**src/rtl/cnt_ext_snapshot_pkg.sv**
```systemverilog
`default_nettype none
// ============================================================================
// Package   : cnt_pkg
// Purpose   : Shared defaults and snapshot FSM state type for the count extender.
// Revision  : 1.0
// ============================================================================
package cnt_pkg;

    localparam int c_DEFAULT_N = 17;
    localparam int c_DEFAULT_M = 15;

    typedef enum logic [0:0] {
        IDLE = 1'b0,
        HOLD = 1'b1
    } snap_state_t;

endpackage : cnt_pkg
`default_nettype wire

```
**src/rtl/cnt_ext_hi.sv**
```systemverilog
`default_nettype none
// ============================================================================
// Module    : cnt_ext_hi
// Purpose   : M-bit high-order extension register, incremented by an upstream carry.
// Revision  : 1.0
// ============================================================================
module cnt_ext_hi
    import cnt_pkg::*;
#(
    parameter int M = c_DEFAULT_M
) (
    input  logic         clk,
    input  logic         nreset,
    input  logic         inc,
    output logic [M-1:0] hi_cnt,
    output logic [M-1:0] hi_eff,
    output logic         wrap
);

    logic [M-1:0] r_hi;

    // hi_eff is the value the register takes at the next edge, so a snapshot
    // built from it is coherent with the post-carry low count.
    assign hi_eff = r_hi + M'(inc);
    assign wrap   = inc & (&r_hi);
    assign hi_cnt = r_hi;

    always_ff @(posedge clk or negedge nreset) begin
        if (!nreset) begin
            r_hi <= '0;
        end else begin
            r_hi <= hi_eff;
        end
    end

endmodule : cnt_ext_hi
`default_nettype wire

```
**src/rtl/cnt_ext_snapshot.sv**
```systemverilog
`default_nettype none
// ============================================================================
// Module    : cnt_ext_snapshot
// Purpose   : Extends an upstream counter and serves coherent {hi,lo} snapshots.
// Revision  : 1.0
// ============================================================================
module cnt_ext_snapshot
    import cnt_pkg::*;
#(
    parameter int N = c_DEFAULT_N,
    parameter int M = c_DEFAULT_M
) (
    input  logic           clk,
    input  logic           nreset,
    input  logic [N-1:0]   lo_cnt,
    input  logic           lo_cout,
    input  logic           snap_req,
    output logic           snap_valid,
    input  logic           snap_ready,
    output logic [N+M-1:0] snap_data,
    output logic [M-1:0]   hi_cnt,
    output logic           hi_wrap,
    output logic           snap_ovf,
    output logic           proto_err,
    input  logic           flag_clr
);

    logic [M-1:0]   w_hi_eff;
    logic           w_wrap;
    logic           w_capture;
    logic           w_drop;
    logic           w_proto;
    snap_state_t    r_state;
    snap_state_t    w_state_nxt;
    logic [N+M-1:0] r_snap;
    logic           r_hi_wrap;
    logic           r_snap_ovf;
    logic           r_proto_err;

    cnt_ext_hi #(
        .M      (M)
    ) u_hi (
        .clk    (clk),
        .nreset (nreset),
        .inc    (lo_cout),
        .hi_cnt (hi_cnt),
        .hi_eff (w_hi_eff),
        .wrap   (w_wrap)
    );

    always_ff @(posedge clk or negedge nreset) begin
        if (!nreset) begin
            r_state <= IDLE;
        end else begin
            r_state <= w_state_nxt;
        end
    end

    always_comb begin
        w_state_nxt = r_state;
        w_capture   = 1'b0;
        w_drop      = 1'b0;
        case (r_state)
            IDLE: begin
                if (snap_req) begin
                    w_capture   = 1'b1;
                    w_state_nxt = HOLD;
                end
            end
            HOLD: begin
                if (snap_ready) begin
                    // Accepting and re-requesting in one cycle recaptures with no bubble.
                    if (snap_req) begin
                        w_capture = 1'b1;
                    end else begin
                        w_state_nxt = IDLE;
                    end
                end else if (snap_req) begin
                    w_drop = 1'b1;
                end
            end
            default: begin
                w_state_nxt = IDLE;
            end
        endcase
    end

    always_ff @(posedge clk or negedge nreset) begin
        if (!nreset) begin
            r_snap <= '0;
        end else if (w_capture) begin
            r_snap <= {w_hi_eff, lo_cnt};
        end
    end

    // Upstream carry is trusted for counting even when flagged as inconsistent.
    assign w_proto = lo_cout && (lo_cnt != '0);

    always_ff @(posedge clk or negedge nreset) begin
        if (!nreset) begin
            r_hi_wrap   <= 1'b0;
            r_snap_ovf  <= 1'b0;
            r_proto_err <= 1'b0;
        end else begin
            r_hi_wrap   <= w_wrap  | (r_hi_wrap   & ~flag_clr);
            r_snap_ovf  <= w_drop  | (r_snap_ovf  & ~flag_clr);
            r_proto_err <= w_proto | (r_proto_err & ~flag_clr);
        end
    end

    assign snap_valid = (r_state == HOLD);
    assign snap_data  = r_snap;
    assign hi_wrap    = r_hi_wrap;
    assign snap_ovf   = r_snap_ovf;
    assign proto_err  = r_proto_err;

endmodule : cnt_ext_snapshot
`default_nettype wire

```
**config.mk**
```make
export PLATFORM = sky130hd
export DESIGN_NAME = cnt_ext_snapshot
export DESIGN_NICKNAME = d
export VERILOG_FILES = /design/src/rtl/cnt_ext_snapshot_pkg.sv /design/src/rtl/cnt_ext_hi.sv /design/src/rtl/cnt_ext_snapshot.sv
export SDC_FILE = /design/constraint.sdc
export NUM_CORES = 1
export LEC_CHECK = 0
export ABC_AREA = 1
export CAP_MARGIN = 20
export CORE_MARGIN = 2
export CORE_UTILIZATION = 41
export CTS_CLUSTER_SIZE = 24
export DETAILED_ROUTE_END_ITERATION = 7
export GPL_ROUTABILITY_DRIVEN = 0
export GPL_TIMING_DRIVEN = 0
export PLACE_DENSITY = 0.76
export SYNTH_ARGS = -nofsm -noshare
export SYNTH_HDL_FRONTEND = slang
export SYNTH_SLANG_ARGS = --single-unit
```
**constraint.sdc**
```tcl
create_clock -name clk -period 1.3 [get_ports clk]
set_input_delay 0.26 -clock clk [delete_from_list [all_inputs] [get_ports clk]]
set_output_delay 0.26 -clock clk [all_outputs]
set_load 0.03 [all_outputs]
```
After elaboration in Yosys (flattened, before gate mapping)
Cells that the tools add are included.
- register bits: 51
- latch bits: 0
- bits in writable memories: 0
- memory bits (read-only): 0
- output and inout port bits: 51
- word-level logic and storage cells: 26
- memories kept: 0
- add/sub/neg operators: 1
- multipliers: 0
- divide/modulo/power cells: 0
- magnitude comparators: 0
- equal/unequal tests: 0
- shift-type cells: 0
- muxes and demuxes: 7
- bitwise operators: 9
- reduce and logical (&&, ||, !) cells: 3
- operators with widths (kind ; number):
    17-bit nonzero test ; 1
    15-bit by 1-bit adder with 15-bit output ; 1
    15-bit AND reduction ; 1
    1-bit 2-to-1 mux ; 5
    1-bit AND ; 4
    1-bit case mux with 2 select lines ; 2
    1-bit bitwise OR ; 3
    1-bit inverter ; 2
    1-bit logical AND ; 1

Depth between registers and ports, before layout
- depth after elaboration: 4
- mapped depth: 9

Hierarchy
From an unflattened synthesis, not the netlist that was laid out.
- cells, all modules: 254
- area total of the unflattened synthesis: 2353.5 um^2
- modules (own cells, without submodules) (module ; times used ; cells an instance ; area an instance (um^2) ; sequential area each (um^2)):
    cnt_ext_snapshot ; 1 ; 168 ; 1550.2 ; 900.9
    cnt_ext_hi ; 1 ; 86 ; 803.3 ; 375.4

Worst setup path after synthesis
Ideal clock, no wire load.
- kind: reg-to-reg
- start point: reg u_hi.r_hi[0], in the netlist u_hi.hi_cnt[0]
- end point: reg u_hi.r_hi[10], in the netlist u_hi.hi_cnt[10]
- library setup time: 119 ps
- arrival: 1519 ps
- data required time: 1181 ps
- path slack: -338 ps
- stages on the path, launching flop included: 9
- path buffers: 0
- period minus slack after synthesis: 1638 ps
- path through: dfrtp_1 ha_1 ha_1 nand3_2 inv_2 nand3b_1 inv_1 nand2_1 and2_1
- cells in the longest elaborated chain, start to end: 1
- ends and longest elaborated chain (element ; RTL line ; RTL):
    start, declared ; cnt_ext_hi.sv:20 ; logic [M-1:0] r_hi;
    start signal, assigned ; cnt_ext_hi.sv:32 ; r_hi <= hi_eff;
    15-bit by 1-bit adder with 15-bit output ; cnt_ext_hi.sv:24 ; assign hi_eff = r_hi + M'(inc);
    named net u_hi.hi_eff[10] ; cnt_ext_hi.sv:16 ; output logic [M-1:0] hi_eff,
The timed path passes the listed nets, and every way through them passes these cells.
A chain may end at the register's enable or synchronous reset.

Worst setup path after layout
- start point: reg u_hi.r_hi[0], in the netlist u_hi.hi_cnt[0]
- end point: reg r_snap[22], in the netlist snap_data[22]
- cells in the longest elaborated chain, start to end: 1
- ends and longest elaborated chain (element ; RTL line ; RTL):
    15-bit by 1-bit adder with 15-bit output ; cnt_ext_hi.sv:24 ;
    named net u_hi.hi_eff[5] ; cnt_ext_hi.sv:16 ;
    end signal, assigned ; cnt_ext_snapshot.sv:92 ; r_snap <= {w_hi_eff, lo_cnt};
    end, declared ; cnt_ext_snapshot.sv:35 ; logic [N+M-1:0] r_snap;
The timed path passes the listed nets, and every way through them passes these cells.

==> flow_summary.yaml <==
drt:
  drcViolationCount: 0
  wl_met2_mm: 2.63
  detail_route.vias_per_cell: 4.57
  top_layer: "met4"
  met1_length_mm: 2.35
  met3WireLength_um: 216
  postRouteAntennaNets: 0
  routed-via-count: 1873
  dr.pass1.iters: 4
  postRouteWirelength_mm: 5.32
  routedWlPerCell_um: 13.0
  drt_iter0_markers: 73
layout:
  synthToLayoutAreaGrowth_pct: 47.3
  drive_above_1_share: 0.329
  fin_area_mm2: 0.00324
  fillers: 453
  antenna_cells: 0
  num-nets-final: 364
global_route:
  antenna_found_initial: 0
  grt_max_degree: 41
  grt_pass1_wl_mm: 8.56
  grt_pass1_vias: 1822
  grt_overflow: 0
  track_usage: 0.180
pwr:
  total_power_w: 0.00502
  swShare: 0.385
  ir_worst_vdd_uv: 1260
  internal_power_w: 0.00309
  switchingPower_w: 0.00193
  power_density_mw_per_mm2: 1550
  power_frac_comb: 0.369
  clockPowerShare: 0.195
  p_leak_nw: 1.65
  seqPwrFrac: 0.436
synth:
  synth_seq_area_share: 0.580
  synth_top_area_cell: "dfrtp_1"
  avgSynthCellArea_um2: 8.87
  synth.top_cell.area_share: 0.580
  synth_cell_types: 25
  ys_seq_elements: 51
  synth_warnings: 0
  synth_edf_count: 0
  syn_nets: 273
  syn-cell-area_mm2: 0.00220
  synth_async_sr_flop_share: 1.00
  ys_top_cells_by_area: "dfrtp_1, nand2_1, inv_1, o21ai_0, nand4_1"
  synth_cells: 248
  ys.flop_type: "dfrtp_1"
timing:
  worst_pin_slew_ns: 0.285
  slew_violations: 0
  slew_headroom: 0.810
  setup_viol: 10
  max_clock_freq_mhz: 715
  rsz0062_at_grt: "yes"
  min_period_ns: 1.40
  setup_ws_ns: -0.0993
  fin_crit_sh: 1.08
  hold_viol: 0
  fin_tns_setup_ns: -0.580
  finClkSkew_ns: 0.00669
worst_setup_path:
  crit_slowest_cell: "dfrtp_2"
  crit_buf_inv: 2
  worstPathArrival_ns: 1.60
  startpoint_type: "register"
  max_stage_delay_ns: 0.44
  cp-end-kind: "register"
  path_class: "register to register"
  crit_family: "flip-flops"
  path_cells: "ha_4 > buf_4 > nand3_4 > nor2_4 > buf_4 > xor2_2 > nand2_1 > nand2_1"
  required_ns: 1.50
  reg2reg_slack_ns: -0.1
  crit_fanout: 4
placement:
  hpwl_mm: 3.73
  portBuffers: 73
  placed_area_mm2: 0.00307
clocking:
  ctsHtreeMaxLevel: 2
  cts_max_path_buffers: 2
  numCtsBuffers: 5
  cts_sinks: 51
  clk_pin_slew_ns: 0.09
  tritoncts: "done"
  clk_latency_ns: 0.30
  root_buffer: "clkbuf_8"
worst_hold_path:
  hold_path_class: "input pin to async pin"
job:
  cap_violations: 0
floorplan:
  die-area_mm2: 0.00597
  rows: 26
  die_w_um: 77.3
  fp.dieH_um: 77.3
  core_area_mm2: 0.00514
  initial_utilization: 0.428
  io-pin-count: 74
run_status:
  violations: "setup timing"
  status: "finished with violations"
metrics by stage:
stage	std cells	setup slack [ns]	util	hold slack, ns
3_3_place_gp	391	-1.67	0.595	0.462
2_1_floorplan	248	-0.110	-	-0.0356
5_1_grt	410	-0.155	0.631	0.406
3_5_place_dp	392	-0.531	0.598	0.159
6_report	410	-0.0993	0.631	0.404
4_1_cts	405	-0.0627	0.629	0.364
area by class of cell:
type | instances | area, um2 | area share
tap | 70 | 87.6 | 0.0270
timing repair buffer | 84 | 698 | 0.215
inverter | 30 | 116 | 0.0359
clock buffer | 7 | 96.3 | 0.0297
clock inverter | 1 | 7.51 | 0.00232
sequential | 51 | 1280 | 0.396
buffer | 6 | 42.5 | 0.0131
multi-input combinational | 161 | 908 | 0.280
cell usage in the layout (no fill, tap or decap), types with 7 or more instances in the layout:
master	synthesis	final
nand4_1	7	7
buf_2	5	16
o21ai_1	1	13
inv_1	28	27
dfrtp_2	0	7
dfrtp_1	51	44
clkbuf_2	0	16
clkdlybuf4s50_1	0	20
clkdlybuf4s15_2	0	20
clkbuf_8	0	7
nand2_1	97	94
buf_4	0	13
per-layer routing:
metal	GRT usage	vias to the layer above
met3	0.0341	11
li1	-	955
met1	0.230	859
met5	0	-
met4	0.0714	0
met2	0.303	48
worst reg2reg max path: cells and delay by family, from the launching register on:
kind / cells / cell delay [ns]
flops: 1 / 0.44
simple gates: 4 / 0.29
buf+inv: 2 / 0.26
fa+ha+maj: 1 / 0.17
xor+xnor: 1 / 0.14
logic make-up after synthesis:
logic type,Yosys count,share of synthesized area
simple gates,135,0.270
flops,51,0.580
buf+inv,36,0.0642
compound gates,17,0.0398
xor+xnor,7,0.0347
fa+ha+maj,2,0.0114
sequential cells by signal, indices dropped and copies added, names as in the netlist:
| name | count |
|---|---|
| snap_data | 32 |
| u_hi.hi_cnt | 15 |
| snap_valid | 1 |
| snap_ovf | 1 |
| hi_wrap | 1 |
| proto_err | 1 |
cell usage after synthesis, types with 2 or more instances:
| master | n |
|---|---|
| xor2_1 | 3 |
| nand2_2 | 3 |
| and2_1 | 3 |
| nor2_4 | 3 |
| inv_1 | 28 |
| nand4_1 | 7 |
| dfrtp_1 | 51 |
| nand2_1 | 97 |
| nor2_1 | 7 |
| nand3_2 | 2 |
| o21ai_0 | 15 |
| nand3_1 | 8 |
| nor3_1 | 3 |
| ha_1 | 2 |
| buf_2 | 5 |
| xnor2_1 | 2 |
power by group through the flow:
stage	Clock, W	Sequential, W	Combinational [W]
detailed placement	0	0.00221	0.00185
finish	0.000981	0.00219	0.00185
floorplan	0	0.00276	0.000461
global placement	0	0.00220	0.00182
global route	0.00107	0.00224	0.00198
CTS	0.00100	0.00217	0.00181
path summary, 6_finish.rpt:
kind,from,to,cells after the start
max,u_hi.hi_cnt[0],snap_data[22],8
min,nreset,snap_data[16],2
max reg2reg,u_hi.hi_cnt[0],snap_data[22],8
min reg2reg,proto_err,proto_err,2
max in group asynchronous,nreset,u_hi.hi_cnt[8],3
min in group clk,lo_cout,proto_err,3
what timing repair did:
action / in CTS / in global routing
hold buffers: 1 / 0
resized for setup: 163 / 72
endpoints found under the setup margin: 89 / 59
setup buffers: 4 / 5
pin swaps: 3 / 7
endpoints found under the hold margin: 11 / 0
Power figures use the tool's default switching activity.
==> variant, RTL diff (same flow settings) <==
`c_DEFAULT_N`: 17 -> 34.
--- a/src/rtl/cnt_ext_snapshot_pkg.sv
+++ b/src/rtl/cnt_ext_snapshot_pkg.sv
@@ -6,7 +6,7 @@
 // ============================================================================
 package cnt_pkg;
 
-    localparam int c_DEFAULT_N = 17;
+    localparam int c_DEFAULT_N = 34;
     localparam int c_DEFAULT_M = 15;
 
     typedef enum logic [0:0] {
Interface: changed (resized lo_cnt and snap_data); port bits go from 74 to 108. No check against the original RTL was run, so the function may have changed too.
==> variant against the original RTL <==
The run still ends with setup timing left. Power rose by 34%. Synthesized cell count up 37%. Design area rose by 33%. Via count grew 37%. Clock skew rose by 0.00079 ns. Non-clock buffer count grew 29. Sequential power increased by 29%. Setup slack gained 0.023 ns. Wire length up 38%. Sequential cell count up 17. Area after synthesis up 32%. First-iteration DRC count is 40% higher.
==> variant: results (changes against the original RTL) <==
----------------------------------------------------
[Clocking]
  Clock transition time at the flip-flop clock pins of the worst setup and hold paths ... 0.07 ns (-0.02 ns)
  Cts-stage hold buffer count ... 0 (-1)
  Total CTS buffers ... 9 (+4)
  Worst skew pair latency ... 0.34 ns (+0.04 ns)

[Global routing]
  Global-route wire length before repair ... 11730 um (+37%)
  Grt met3 use ... 0.03959 (+0.005468)
  GR Util met2 ... 0.3223 (+0.01971)
  Number of global-route vias before repair ... 2536 (+39%)
  All-Layer GR Usage ... 0.2001 (+0.01982)
  Met1 global-route usage ... 0.2480 (+0.01838)

[Place]
  Minimum setup slack after placement ... -0.5443 ns (-0.01307 ns)
  Placed wire-length estimate ... 5470 um (+47%)
  Number of cells after detailed placement ... 542 (+38%)
  Post-detailed-placement cell area ... 0.004129 mm2 (+34%)

[Timing]
  Worst slack on hold paths ... 0.01036 ns (-0.3940 ns)
  Setup Viol. Count Final ... 9 (-1)
  Final setup slack of the worst path ... -0.07591 ns (+0.02336 ns)
  Worst-margin pin slew ... 0.8347 ns (+0.5497 ns)

[Routing]
  DRC violation total after the first TritonRoute iteration ... 102 (+40%)
  Sum of routed wire segments on met1 ... 3144 um (+34%)
  Total iterations of the first detailed-routing run ... 6 (+2)
  Met2 wirelength from detailed routing ... 3617 um (+37%)
  Met3 routed WL ... 351 um (+63%)
  Vias per Instance ... 4.570 (about the same)
  Detailed-route wire length ... 7345 um (+38%)

[Finish]
  Share of post-route cells with drive strength above 1 ... 0.2780 (-0.05139)
  Total number of nets in the final design ... 501 (+38%)
  Number of flip-flops in the largest register ... 49 (+53%)

[Run status]
  Failing checks ... setup timing
  Outcome ... finished with violations

[Pwr]
  Largest voltage drop on the vdd net ... 803.3 uV (-36%)
  Comb. pwr ... 2.15 mW (+16%)
  Leakage power of the design ... 2.150 nW (+30%)
  Sequential-cell power consumption ... 2.83 mW (+29%)

[Synthesis]
  Part of the Yosys area used for sequential elements ... 0.5862 (+0.006332)
  Most frequent cells after synthesis ... 164 x sky130_fd_sc_hd__nand2_1, 68 x sky130_fd_sc_hd__dfrtp_1, 22 x sky130_fd_sc_hd__inv_1, 22 x sky130_fd_sc_hd__nor2_1
  Distinct cell type count after synthesis ... 26 (+4.0%)
  Mean area per synthesized cell ... 8.563 um2 (-3.5%)
  Net count after synthesis ... 381 (+40%)

[Critical path]
  Gate family responsible for the most delay along the worst path ... simple AND/OR/NAND/NOR gates

----------------------------------------------------
variant: cell count changes after synthesis, moves of 2 or more:
cell / delta
sky130_fd_sc_hd__buf_2: +3
sky130_fd_sc_hd__inv_1: -6
sky130_fd_sc_hd__nand2_1: +67
sky130_fd_sc_hd__nor3_1: -2
sky130_fd_sc_hd__nor2_1: +15
sky130_fd_sc_hd__nand4_1: -2
sky130_fd_sc_hd__o21ai_0: -6
sky130_fd_sc_hd__dfrtp_1: +17
variant: worst max path at each step:
stage	slack [ns]	cells after the start	end
2_1_floorplan	-0.11	8	u_hi.hi_cnt[10]
3_3_place_gp	-2.48	1	u_hi.hi_cnt[1]
3_5_place_dp	-0.54	10	snap_data[48]
4_1_cts	-0.07	9	snap_data[48]
5_1_grt	-0.16	7	u_hi.hi_cnt[10]
6_report	-0.08	8	u_hi.hi_cnt[11]
variant: cell type report:
class / instances / area (um2) / share of cell area
Clock buffer: 12 / 155.1 / 0.03608
Tap cell: 96 / 120.1 / 0.02793
Multi-Input combinational cell: 237 / 1139 / 0.2648
Timing Repair Buffer: 109 / 968.4 / 0.2252
Sequential cell: 68 / 1710 / 0.3977
Inverter: 24 / 92.59 / 0.02153
Clock inverter: 4 / 47.55 / 0.01106
Buffer: 10 / 67.56 / 0.01571
variant: cell families (layout without fill, tap and decap cells):
logic type               after synthesis  in the layout  share of synthesized area
AND/OR/NAND/NOR                      216            216                     0.3090
buffers and inverters                 34            159                    0.04741
AO/OA/AOI/OAI                         12             12                    0.02241
flip-flops                            68             68                     0.5862
XOR/XNOR                               7              7                    0.02630
adder cells (fa/ha/maj)                2              2                   0.008619
variant: what timing repair did:
action                     in CTS  in global routing
setup endpoints to repair      85                 75
pin swaps                       2                  3
buffers inserted                2                  0
gates resized for setup       238                 64
